==> src/rtl/dmem_pkg.sv <==
// Shared definitions for the data-memory arbiter: memOp codes, FSM state type
// and the alignment helper used by the optional misalignment check.
package dmem_pkg;

  localparam logic [2:0] M_LB  = 3'd0;
  localparam logic [2:0] M_LH  = 3'd1;
  localparam logic [2:0] M_LW  = 3'd2;
  localparam logic [2:0] M_LBU = 3'd4;
  localparam logic [2:0] M_LHU = 3'd5;
  localparam logic [2:0] M_SB  = 3'd0;
  localparam logic [2:0] M_SH  = 3'd1;
  localparam logic [2:0] M_SW  = 3'd2;

  typedef enum logic [1:0] {
    S_IDLE   = 2'd0,
    S_ACCESS = 2'd1,
    S_RESP   = 2'd2
  } dmem_state_t;

  function automatic logic is_misaligned(input logic [2:0] op, input logic [1:0] a);
    logic bad;
    bad = 1'b0;
    if (op == M_LH || op == M_LHU) bad = a[0];
    else if (op == M_LW)           bad = (a != 2'b00);
    return bad;
  endfunction

endpackage

==> src/rtl/dmem_rr_arb.sv <==
// Two-way round-robin grant: a lone requester always wins, on a tie the
// requester that did not win last time is granted.
module dmem_rr_arb (
  input  logic [1:0] valid,
  input  logic       lastGrant,
  output logic [1:0] grant
);

  always_comb begin
    grant = '0;
    if (valid == 2'b11) grant = lastGrant ? 2'b01 : 2'b10;
    else                grant = valid;
  end

endmodule

==> src/rtl/dmem_arbiter.sv <==
// Two-requester arbiter/sequencer in front of the data memory (IDLE/ACCESS/RESP).
// Optional DMEM_ARB_MISALIGN_CHECK_EN rejects misaligned H/W accesses with rspErr.
module dmem_arbiter #(
  parameter int addrWidth = 32,
  parameter int dataWidth = 32
) (
  input  logic                 clk,
  input  logic                 rstn,
  input  logic                 reqValid0,
  input  logic                 reqValid1,
  output logic                 reqReady0,
  output logic                 reqReady1,
  input  logic [addrWidth-1:0] reqAddr0,
  input  logic [addrWidth-1:0] reqAddr1,
  input  logic [dataWidth-1:0] reqWdata0,
  input  logic [dataWidth-1:0] reqWdata1,
  input  logic [2:0]           reqOp0,
  input  logic [2:0]           reqOp1,
  input  logic                 reqWe0,
  input  logic                 reqWe1,
  output logic                 rspValid0,
  output logic                 rspValid1,
  input  logic                 rspReady0,
  input  logic                 rspReady1,
  output logic [dataWidth-1:0] rspRdata,
  output logic                 rspErr,
  output logic [addrWidth-1:0] mAddr,
  output logic [dataWidth-1:0] mDin,
  input  logic [dataWidth-1:0] mDout,
  output logic [2:0]           mOp,
  output logic                 mWe
);
  import dmem_pkg::*;

  dmem_state_t          state;
  logic                 lastGrant;
  logic                 owner;
  logic                 weQ;
  logic [1:0]           grant;
  logic                 sel;
  logic                 accept;
  logic                 selBad;
  logic [addrWidth-1:0] selAddr;
  logic [dataWidth-1:0] selWdata;
  logic [2:0]           selOp;
  logic                 selWe;
  logic                 rspDone;

  dmem_rr_arb u_arb (
    .valid     ({reqValid1, reqValid0}),
    .lastGrant (lastGrant),
    .grant     (grant)
  );

  // Ready is gated by rstn so every output reads 0 while reset is held.
  assign reqReady0 = rstn & (state == S_IDLE) & grant[0] & reqValid0;
  assign reqReady1 = rstn & (state == S_IDLE) & grant[1] & reqValid1;
  assign accept    = reqReady0 | reqReady1;
  assign sel       = grant[1];

  assign selAddr  = sel ? reqAddr1  : reqAddr0;
  assign selWdata = sel ? reqWdata1 : reqWdata0;
  assign selOp    = sel ? reqOp1    : reqOp0;
  assign selWe    = sel ? reqWe1    : reqWe0;

`ifdef DMEM_ARB_MISALIGN_CHECK_EN
  assign selBad = is_misaligned(selOp, selAddr[1:0]);
`else
  assign selBad = 1'b0;
`endif

  assign rspDone  = owner ? rspReady1 : rspReady0;
  assign rspRdata = ((rspValid0 | rspValid1) && !weQ && !rspErr) ? mDout : '0;

  always_ff @(posedge clk or negedge rstn) begin
    if (!rstn) begin
      state     <= S_IDLE;
      lastGrant <= 1'b1;
      owner     <= 1'b0;
      weQ       <= 1'b0;
      mAddr     <= '0;
      mDin      <= '0;
      mOp       <= '0;
      mWe       <= 1'b0;
      rspValid0 <= 1'b0;
      rspValid1 <= 1'b0;
      rspErr    <= 1'b0;
    end else begin
      case (state)
        S_IDLE: begin
          if (accept) begin
            mAddr     <= selAddr;
            mDin      <= selWdata;
            mOp       <= selOp;
            weQ       <= selWe;
            owner     <= sel;
            lastGrant <= sel;
            // A rejected access never reaches the memory: straight to RESP.
            if (selBad) begin
              state     <= S_RESP;
              rspErr    <= 1'b1;
              rspValid0 <= ~sel;
              rspValid1 <= sel;
            end else begin
              state  <= S_ACCESS;
              mWe    <= selWe;
              rspErr <= 1'b0;
            end
          end
        end
        S_ACCESS: begin
          mWe       <= 1'b0;
          state     <= S_RESP;
          rspValid0 <= ~owner;
          rspValid1 <= owner;
        end
        S_RESP: begin
          if (rspDone) begin
            state     <= S_IDLE;
            rspValid0 <= 1'b0;
            rspValid1 <= 1'b0;
            rspErr    <= 1'b0;
          end
        end
        default: begin
          state <= S_IDLE;
          mWe   <= 1'b0;
        end
      endcase
    end
  end

endmodule

==> config.mk <==
export PLATFORM = sky130hd
export DESIGN_NAME = dmem_arbiter
export DESIGN_NICKNAME = d
export VERILOG_FILES = /design/src/rtl/dmem_pkg.sv /design/src/rtl/dmem_rr_arb.sv /design/src/rtl/dmem_arbiter.sv
export SDC_FILE = /design/constraint.sdc
export NUM_CORES = 1
export LEC_CHECK = 0
export ABC_CLOCK_PERIOD_IN_PS = 2190
export CAP_MARGIN = 20
export CORE_MARGIN = 8
export CORE_UTILIZATION = 25
export DETAILED_ROUTE_END_ITERATION = 7
export GPL_ROUTABILITY_DRIVEN = 1
export PLACE_DENSITY = 0.71
export SKIP_LAST_GASP = 1
export SYNTH_ARGS = -nofsm -noshare
export SYNTH_HDL_FRONTEND = slang
export SYNTH_SLANG_ARGS = --single-unit
==> constraint.sdc <==
create_clock -name clk -period 2.19 [get_ports clk]
set_input_delay 0.3285 -clock clk [delete_from_list [all_inputs] [get_ports clk]]
set_output_delay 0.3285 -clock clk [all_outputs]
set_load 0.01 [all_outputs]
==> summary.txt, run 1 <==
status = finished, final reports clean
initial antenna violation count = 0
Mapped Cells = 294
DR WL/cell = 18.5 µm
register area = 1880 µm²
post-synthesis adder-cell area fraction = 0
leakage power = 0.00312 µW
register bit total from synthesis = 75
Syn Nets = 468
vias in the first global route = 3916
CTS H-tree lvls = 3
worst hold path type = primary input to async pin
Post-DP HPWL = 11700 µm
Vias = 3493
Initial DRC Count = 44
cell type with the largest total area after synthesis = dfrtp_1
cell row count = 46
routability cong. = 0.960
largest net degree at the start of global routing = 76
TritonCTS buffer count = 9
Post-Synth Simple-Gate Area = 0.0741
total chip power = 8500 µW
ANT cells = 0
I/O Pins = 279
Initial Utilization = 0.254
drc violations = 0
Worst IR Drop VDD = 535 µV
multiplexer share of the synthesized area = 0.397
share of layout cells above drive strength 1 = 0.288
Die Height = 143 µm
Arr. time, crit path = 1.84 ns
die area = 20400 µm²
first-pass GRT wire length = 21900 µm
xor/xnor share of the synthesized area = 0
Post-Syn Area = 4020 µm²
antenna-violating nets left = 0
CTS Buffer Depth = 2
Area Overhead vs Synth = 85.0%
Crit Path Max Fanout = 3
Post-synth top flop = dfrtp_1
TritonCTS clock tree = built
power per cell area = 1140 nW/µm²
Total GRT Usage = 0.140
Die X = 143 µm
crit end category = primary output
sequential area share after synthesis = 0.467
post-layout min period = 2.16 ns
Via density = 4.36
CP startpoint kind = primary input
top post-synthesis cells by area = dfrtp_1 (46%), mux2_2 (32%), mux2_4 (5.6%)
RSZ-0062 raised after global routing = true
Fmax achieved = 462 MHz
Multi-input gate area = 1990 µm²
fin util = 0.470
# setup viols final = 0
IO Port Bufs = 277
clk_skew = 0.00712 ns
post-route setup TNS = 0 ns
Post-synth EDFFs = 0
CTS Root Cell = clkbuf_16
final hold vios = 0
Nets = 755
most common cell after layout, fill and taps aside = clkdlybuf4s50_1
Warnings, synthesis = 0
Synth cell types = 27
GRT overflow = 0
drt pass-1 iters = 4
Async S/R FF share, synth = 1.00
most frequent cells in the layout = clkdlybuf4s50_1 (262), mux2_2 (113), dfrtp_1 (72), and2_1 (32), mux2_4 (15)
Reg clk slew, reported paths = 0.06 ns
CTS Sinks = 75
clock insertion delay at the later pin of the skew report = 0.34 ns
Worst EP required = 1.86 ns
area of the core = 15800 µm²
max-slew violation count = 0
# fillers = 1421
Synth Area per Inst = 13.7 µm²
number of max-cap violations = 0
Yosys top cell area share = 0.461
area fraction in compound gates after synthesis = 0.0184
Setup Crit Path Kind = primary input to primary output
final wirelength = 14900 µm
main combinational cell family by area after synthesis = multiplexers
CTS Hold Bufs = 0
Hold Slack = 0.0435 ns
final period utilization = 0.988
report_power, final:
group | switching [µW] | internal, µW
clock | 582 | 884
sequential | 416 | 2110
combinational | 1690 | 2820
total | 2690 | 5810
final timing paths:
check	endpoint	slack, ns	from	depth (start not counted)
worst max-delay path	reqReady1	0.03	reqValid0	4
worst min-delay path	mDin[19]$_DFFE_PN0P_	0.04	rstn	2
worst max register to register	mDin[18]$_DFFE_PN0P_	0.32	state[1]$_DFFE_PN0P_	6
worst min register to register	mAddr[1]$_DFFE_PN0P_	0.48	mAddr[1]$_DFFE_PN0P_	1
max in group asynchronous	mDin[25]$_DFFE_PN0P_	1.53	rstn	3
min in group clk	mAddr[1]$_DFFE_PN0P_	0.48	mAddr[1]$_DFFE_PN0P_	1
stage by stage:
stage,std cells,instance area [µm²],setup slack (ns)
floorplan,294,4020,0.609
global placement,776,7030,0.0331
detailed placement,776,7030,0.0153
CTS,794,7330,-0.00446
global route,802,7440,-0.0516
finish,802,7440,0.0257
repair_timing:
action                                  CTS  global route
endpoints found under the setup margin   17            29
pin swaps                                 1             1
gates cloned                              1             1
gates resized for setup                  10            14
setup buffers                             1             6
endpoints found under the hold margin     0             0
logic make-up after synthesis:
group                  count (synthesis)
AND/OR/NAND/NOR                       48
buffers and inverters                 22
flip-flops                            75
AO/OA/AOI/OAI                         11
multiplexers                         137
other                                  1
worst max-delay path: stages:
cell             delay, ns
clkdlybuf4s50_1       0.50
a21boi_4              0.26
and2_1                0.19
clkdlybuf4s50_1       0.56
metal layers:
| metal | part of all wire | up-vias | wire (µm) | GRT usage |
|---|---|---|---|---|
| met5 | 0 | - | 0 | 0 |
| met4 | 0.014 | 0 | 204 | 0.0431 |
| met3 | 0.11 | 16 | 1600 | 0.0688 |
| met2 | 0.52 | 182 | 7720 | 0.255 |
| met1 | 0.36 | 1682 | 5340 | 0.137 |
| li1 | - | 1613 | - | - |
state kept, by name (all words and copies together), names as in the netlist:
register / cells
mAddr: 32
mDin: 32
mOp: 3
state: 2
lastGrant: 1
mWe: 1
owner: 1
rspValid0: 1
rspValid1: 1
weQ: 1
synthesized netlist by cell type (2+ instances only):
cell type    n
nor2_1       4
o21ai_0      2
a21oi_1      3
nand2_1      4
nand3b_1     2
nand2b_1     3
and2_1      33
inv_1        2
mux2_4      15
buf_6       10
buf_2        5
clkbuf_1     3
mux2i_1      3
mux2_2     113
buf_4        2
mux2_1       6
dfrtp_1     74
layout make-up:
class | count | area share
Timing Repair Buffer | 296 | 0.404
Inverter | 2 | 0.00101
Tap cell | 216 | 0.0363
Sequential cell | 75 | 0.253
Clock buffer | 12 | 0.0318
Clock inverter | 4 | 0.00690
Multi-Input combinational cell | 197 | 0.267
(Power assumes the default switching activity.)
==> run 2: changes to the inputs <==
==> constraint.sdc (replaced) <==
create_clock -name clk -period 2.19 [get_ports clk]
set_input_delay 0.438 -clock clk [delete_from_list [all_inputs] [get_ports clk]]
set_output_delay 0.438 -clock clk [all_outputs]
set_load 0.01 [all_outputs]
==> run 2 against run 1 <==
  * Worst setup slack improved by 0.040 ns
  * Sequential share of layout area decreased by 0.23 points
  * Count of clock-buffer cells in the layout decreased by 2
  * Core utilization rose by 0.40 points
  * Die area unchanged
  * Clock power increased by 11%
  * Register-to-register slack gained 0.14 ns
  * Critical path depth grew 1
  * Final area increased by 0.86%
  * Via count hardly changed
  * Global-route usage barely moved
==> summary.txt, run 2 (synthesis results as in run 1) <==
status = finished, final reports clean
final period utilization = 0.970 (-0.0184)
post-route setup TNS = 0 ns (unchanged)
R2R Path Start = state[1]$_DFFE_PN0P_
TritonCTS clock tree = built
crit end category = primary output
Worst IR Drop VDD = 507 µV (-5.2%)
R2R setup slack = 0.46 ns (+0.14 ns)
# fillers = 1453 (+2.3%)
Die Height = 143 µm (unchanged)
post-layout min period = 2.12 ns (-0.0402 ns)
clk_skew = 0.00557 ns (-0.00155 ns)
CP max stage cell = dfrtp_1
CTS H-tree lvls = 3 (unchanged)
Initial Utilization = 0.254 (unchanged)
GRT overflow = 0 (unchanged)
total chip power = 8650 µW (+1.8%)
Slew headroom = 0.342
max incr delay on CP = 0.37 ns (-0.19 ns)
Area Overhead vs Synth = 86.6%
RSZ-0062 raised after global routing = false
Post-DP HPWL = 12000 µm (+2.5%)
DR WL/cell = 18.1 µm (-2.1%)
power per cell area = 1150 nW/µm² (+0.92%)
worst hold path type = primary input to async pin
IO Port Bufs = 277 (unchanged)
fin util = 0.474 (+0.00403)
max-slew violation count = 0 (unchanged)
CTS Buffer Depth = 2 (unchanged)
# setup viols final = 0 (unchanged)
Top Family by Delay on Critical Path = buffers and inverters
clock insertion delay at the later pin of the skew report = 0.34 ns (about the same)
die area = 20400 µm² (unchanged)
TritonCTS buffer count = 9 (unchanged)
worst path bufs/invs = 2 (unchanged)
Reg clk slew, reported paths = 0.06 ns (about the same)
CTS Sinks = 75 (unchanged)
most common cell after layout, fill and taps aside = clkdlybuf4s50_1
drc violations = 0 (unchanged)
largest net degree at the start of global routing = 76 (unchanged)
routability cong. = 0.959 (about the same)
antenna-violating nets left = 0 (unchanged)
Arr. time, crit path = 1.69 ns (-0.15 ns)
Nets = 764 (+1.2%)
Fmax achieved = 471 MHz (+1.9%)
drt pass-1 iters = 4 (unchanged)
Crit Path Max Fanout = 16 (+13)
Total GRT Usage = 0.140 (about the same)
share of layout cells above drive strength 1 = 0.301 (+0.0124)
number of max-cap violations = 0 (unchanged)
I/O Pins = 279 (unchanged)
Worst Reg-to-Reg Cells = 5 (-1)
area of the core = 15800 µm² (unchanged)
most frequent cells in the layout = clkdlybuf4s50_1 (242), mux2_2 (113), dfrtp_1 (73), dlygate4sd2_1 (33), and2_1 (32)
cell row count = 46 (unchanged)
Reg-to-Reg End = mAddr[2]$_DFFE_PN0P_
CTS Hold Bufs = 0 (unchanged)
crit-path cells = nor2_1, nor2_2, bufbuf_16, and2_1, dlygate4sd2_1
first-pass GRT wire length = 22100 µm (+0.63%)
Via density = 4.31 (-1.1%)
CTS Root Cell = clkbuf_16
Top Registers = mAddr x32, mDin x32, mOp x3
Setup Crit Path Kind = register to primary output
Least-Margin Pin Slew = 0.986 ns
Initial DRC Count = 80 (+82%)
final hold vios = 0 (unchanged)
initial antenna violation count = 0 (unchanged)
final wirelength = 14700 µm (-1.0%)
Worst EP required = 1.75 ns (-0.11 ns)
leakage power = 0.00318 µW (+1.7%)
CP startpoint kind = register
ANT cells = 0 (unchanged)
Vias = 3492 (-0.029%)
vias in the first global route = 3991 (+1.9%)
Die X = 143 µm (unchanged)
## run 2: cell count changes in the layout (fill, tap and decap cells not counted), sizes merged
cell / before / now
bufinv: 1 / 2
inv: 2 / 4
clkbuf: 12 / 10
clkdlybuf4s50: 262 / 242
dlygate4sd2: 5 / 33
clkinv: 2 / 1
buf: 20 / 28
bufbuf: 0 / 1
dlymetal6s2s: 9 / 1
## run 2: timing repair
action	in CTS	in global routing
cloned	1	0
buffers inserted	5	1
endpoints found under the hold margin	0	0
pin swaps	2	1
resized for setup	36	1
endpoints found under the setup margin	34	1
## run 2: final cells by class
class | instances | area [µm²] | area share
repair buffers | 305 | 3030 | 0.404
multi-input cells | 197 | 1990 | 0.265
flip-flops and latches | 75 | 1880 | 0.250
well taps | 216 | 270 | 0.0360
clock buffers | 10 | 229 | 0.0305
clock inverters | 6 | 96.3 | 0.0128
inverters | 2 | 7.51 | 0.00100
## run 2: report_power, final
| group | internal (µW) | switching, µW | leakage [µW] |
|---|---|---|---|
| registers | 2100 | 401 | 0.000881 |
| logic | 2830 | 1690 | 0.00214 |
| clock network | 1010 | 618 | 0.000155 |
## run 2: how the worst max path moves through the flow
stage / slack [ns] / to / startpoint / depth (start not counted)
detailed placement: -0.08 / reqReady1 / reqValid1 / 4
global route: 0.001 / rspRdata[4] / rspValid0$_DFFE_PN0P_ / 5
finish: 0.07 / rspRdata[4] / rspValid1$_DFFE_PN0P_ / 5
global placement: -0.09 / reqReady1 / reqValid1 / 4
CTS: -0.16 / reqReady0 / state[0]$_DFFE_PN0P_ / 4
floorplan: 0.55 / mDin[20]$_DFFE_PN0P_ / reqValid1 / 5
## run 2: metal layers
| layer | global-route usage | share of wire |
|---|---|---|
| met2 | 0.255 | 0.52 |
| met3 | 0.0604 | 0.10 |
| met4 | 0.0548 | 0.022 |
| met1 | 0.138 | 0.36 |
| met5 | 0 | 0 |
## run 2: per-stage QoR
| step | instance area, µm² | hold WS (ns) | std cells | worst slack, ns |
|---|---|---|---|---|
| 2_1_floorplan | 4020 | 0.142 | 294 | 0.546 |
| 3_3_place_gp | 7130 | 0.470 | 788 | -0.0875 |
| 3_5_place_dp | 7130 | 0.474 | 788 | -0.0815 |
| 4_1_cts | 7490 | 0.400 | 810 | -0.156 |
| 5_1_grt | 7500 | 0.438 | 811 | 0.00134 |
| 6_report | 7500 | 0.355 | 811 | 0.0659 |
==> run 3: changes to the inputs <==
--- a/config.mk
+++ b/config.mk
@@ -5,14 +5,15 @@
 export SDC_FILE = /design/constraint.sdc
 export NUM_CORES = 1
 export LEC_CHECK = 0
-export ABC_CLOCK_PERIOD_IN_PS = 2190
 export CAP_MARGIN = 20
 export CORE_MARGIN = 8
 export CORE_UTILIZATION = 25
 export DETAILED_ROUTE_END_ITERATION = 7
 export GPL_ROUTABILITY_DRIVEN = 1
 export PLACE_DENSITY = 0.71
+export SETUP_SLACK_MARGIN = 0.15
 export SKIP_LAST_GASP = 1
+export SLEW_MARGIN = 15
 export SYNTH_ARGS = -nofsm -noshare
 export SYNTH_HDL_FRONTEND = slang
 export SYNTH_SLANG_ARGS = --single-unit
==> run 3 against run 2 <==
  * Fmax up 4.5%
  * Final area up 0.20%
  * Final cell count up 0.12%
  * Largest power group unchanged
  * Critical endpoint is now rspRdata[18]
  * Worst setup slack better by 0.091 ns
  * Highest routed layer unchanged
==> summary.txt, run 3 (synthesis results as in run 1) <==
post-layout min period = 2.03 ns (-0.0905 ns)
CP max stage cell = dfrtp_1
Worst EP required = 1.75 ns (about the same)
RSZ-0062 raised after global routing = true
Initial Utilization = 0.254 (unchanged)
cell row count = 46 (unchanged)
share of layout cells above drive strength 1 = 0.332 (+0.0314)
TritonCTS clock tree = built
Worst IR Drop VDD = 508 µV (about the same)
sw frac = 0.315 (+0.00171)
crit path to = rspRdata[18]
Nets = 765 (+0.13%)
CTS H-tree lvls = 3 (unchanged)
final wirelength = 14800 µm (+0.71%)
GRT overflow = 0 (unchanged)
CTS Root Cell = clkbuf_16
power per cell area = 1150 nW/µm² (-0.13%)
Comb power frac = 0.522 (about the same)
DR WL/cell = 18.3 µm (+0.59%)
vias in the first global route = 3962 (-0.73%)
Crit path top cell by count = nor2_2
max-slew violation count = 0 (unchanged)
most frequent cells in the layout = clkdlybuf4s50_1 (242), mux2_2 (113), dfrtp_1 (73), and2_1 (32), buf_4 (23)
Total GRT Usage = 0.140 (-0.000750)
Arr. time, crit path = 1.60 ns (-0.09 ns)
internal power = 5930 µW (-0.17%)
Worst Reg-to-Reg Cells = 5 (unchanged)
number of cells on the critical path = 6 (+1)
largest net degree at the start of global routing = 76 (unchanged)
Vias = 3497 (+0.14%)
Setup Crit Path Kind = register to primary output
Place WS = -0.0815 ns (unchanged)
Fmax achieved = 492 MHz (+4.5%)
final period utilization = 0.929 (-0.0413)
drc violations = 0 (unchanged)
TritonCTS buffer count = 9 (unchanged)
clock insertion delay at the later pin of the skew report = 0.34 ns (about the same)
number of max-cap violations = 0 (unchanged)
max incr delay on CP = 0.39 ns (+0.02 ns)
Top Registers = mAddr x32, mDin x32, mOp x3
final instance area = 7520 µm² (+0.20%)
area of the core = 15800 µm² (unchanged)
DP Area = 7130 µm² (unchanged)
I/O Pins = 279 (unchanged)
leakage power = 0.00329 µW (+3.5%)
Die X = 143 µm (unchanged)
die area = 20400 µm² (unchanged)
final hold vios = 0 (unchanged)
ANT cells = 0 (unchanged)
first-pass GRT wire length = 21900 µm (-0.59%)
CTS Sinks = 75 (unchanged)
Post-DP HPWL = 12000 µm (unchanged)
Crit Path Max Fanout = 16 (unchanged)
Psw = 2720 µW (+0.62%)
CTS Buffer Depth = 2 (unchanged)
# fillers = 1432 (-1.4%)
crit end category = primary output
drt pass-1 iters = 4 (unchanged)
Die Height = 143 µm (unchanged)
fin util = 0.475 (+0.000949)
Final WS setup = 0.156 ns (+0.0905 ns)
worst hold path type = primary input to async pin
worst setup path start = rspValid0$_DFFE_PN0P_
Top Family by Delay on Critical Path = buffers and inverters
most common cell after layout, fill and taps aside = clkdlybuf4s50_1
clk_skew = 0.00607 ns (+0.000498 ns)
status = finished, final reports clean
Sequential Power Share = 0.290 (about the same)
Via density = 4.31 (about the same)
Reg clk slew, reported paths = 0.06 ns (about the same)
CP startpoint kind = register
IO Port Bufs = 277 (unchanged)
routability cong. = 0.959 (unchanged)
Initial DRC Count = 76 (-5.0%)
R2R setup slack = 0.51 ns (+0.05 ns)
# setup viols final = 0 (unchanged)
crit-path cells = nor2_2, nor2_2, buf_4, clkbuf_16, and2_4, clkdlybuf4s15_2
antenna-violating nets left = 0 (unchanged)
R2R Path Start = state[1]$_DFFE_PN0P_
initial antenna violation count = 0 (unchanged)
Clk pwr share = 0.188 (about the same)
worst path bufs/invs = 3 (+1)
Area Overhead vs Synth = 87.0%
Reg-to-Reg End = mAddr[2]$_DFFE_PN0P_
run 3: power groups by stage:
stage          Clock, µW  Combinational (µW)  Sequential, µW
2_1_floorplan          0                1650            2800
3_3_place_gp           0                4480            2490
3_5_place_dp           0                4550            2540
4_1_cts             1690                4520            2530
5_1_grt             1750                4830            2610
6_report            1630                4520            2510
run 3: worst min path at each step:
stage,cells after the start,endpoint,slack (ns)
after floorplan,0,mAddr[0]$_DFFE_PN0P_,0.14
after global placement,1,mAddr[0]$_DFFE_PN0P_,0.47
after detailed placement,1,mAddr[0]$_DFFE_PN0P_,0.47
after CTS,2,owner$_DFFE_PN0P_,0.40
after global routing,2,mDin[8]$_DFFE_PN0P_,0.15
final,2,owner$_DFFE_PN0P_,0.14
run 3: final cells by class:
cell class                 count  area [µm²]  share of cell area
sequential                    75        1880               0.250
clock buffer                  10         229              0.0305
inverter                       2        7.51            0.000999
multi-input combinational    197        1990               0.265
timing repair buffer         306        3040               0.405
clock inverter                 6        96.3              0.0128
tap                          216         270              0.0360
run 3: worst reg2reg max path: stages, from the launching register on:
cell and delay (ns):
dfrtp_2 0.43, nor3b_4 0.21, buf_4 0.16, o21a_4 0.16, buf_12 0.22, mux2_2 0.39
run 3: through the flow:
stage	hold WS, ns	power [µW]	TNS (ns)	instances
after floorplan	0.142	4450	0	294
final	0.139	8660	0	812
after global placement	0.470	6980	-1.52	788
after global routing	0.149	9190	0	812
after CTS	0.400	8750	-0.486	807
after detailed placement	0.474	7090	-1.77	788
run 3: repair_timing:
item / CTS / global route
setup endpoints to repair: 34 / 33
gates resized for setup: 26 / 47
buffers inserted: 3 / 3
cloned: 0 / 1
hold buffers: 0 / 0
endpoints found under the hold margin: 0 / 0
pin swaps: 2 / 2
run 3: routing by layer:
| layer | track usage | share of wire | vias up |
|---|---|---|---|
| li1 | - | - | 1624 |
| met4 | 0.0509 | 0.019 | 0 |
| met1 | 0.139 | 0.36 | 1682 |
| met2 | 0.253 | 0.52 | 177 |
| met3 | 0.0601 | 0.098 | 14 |
| met5 | 0 | 0 | - |
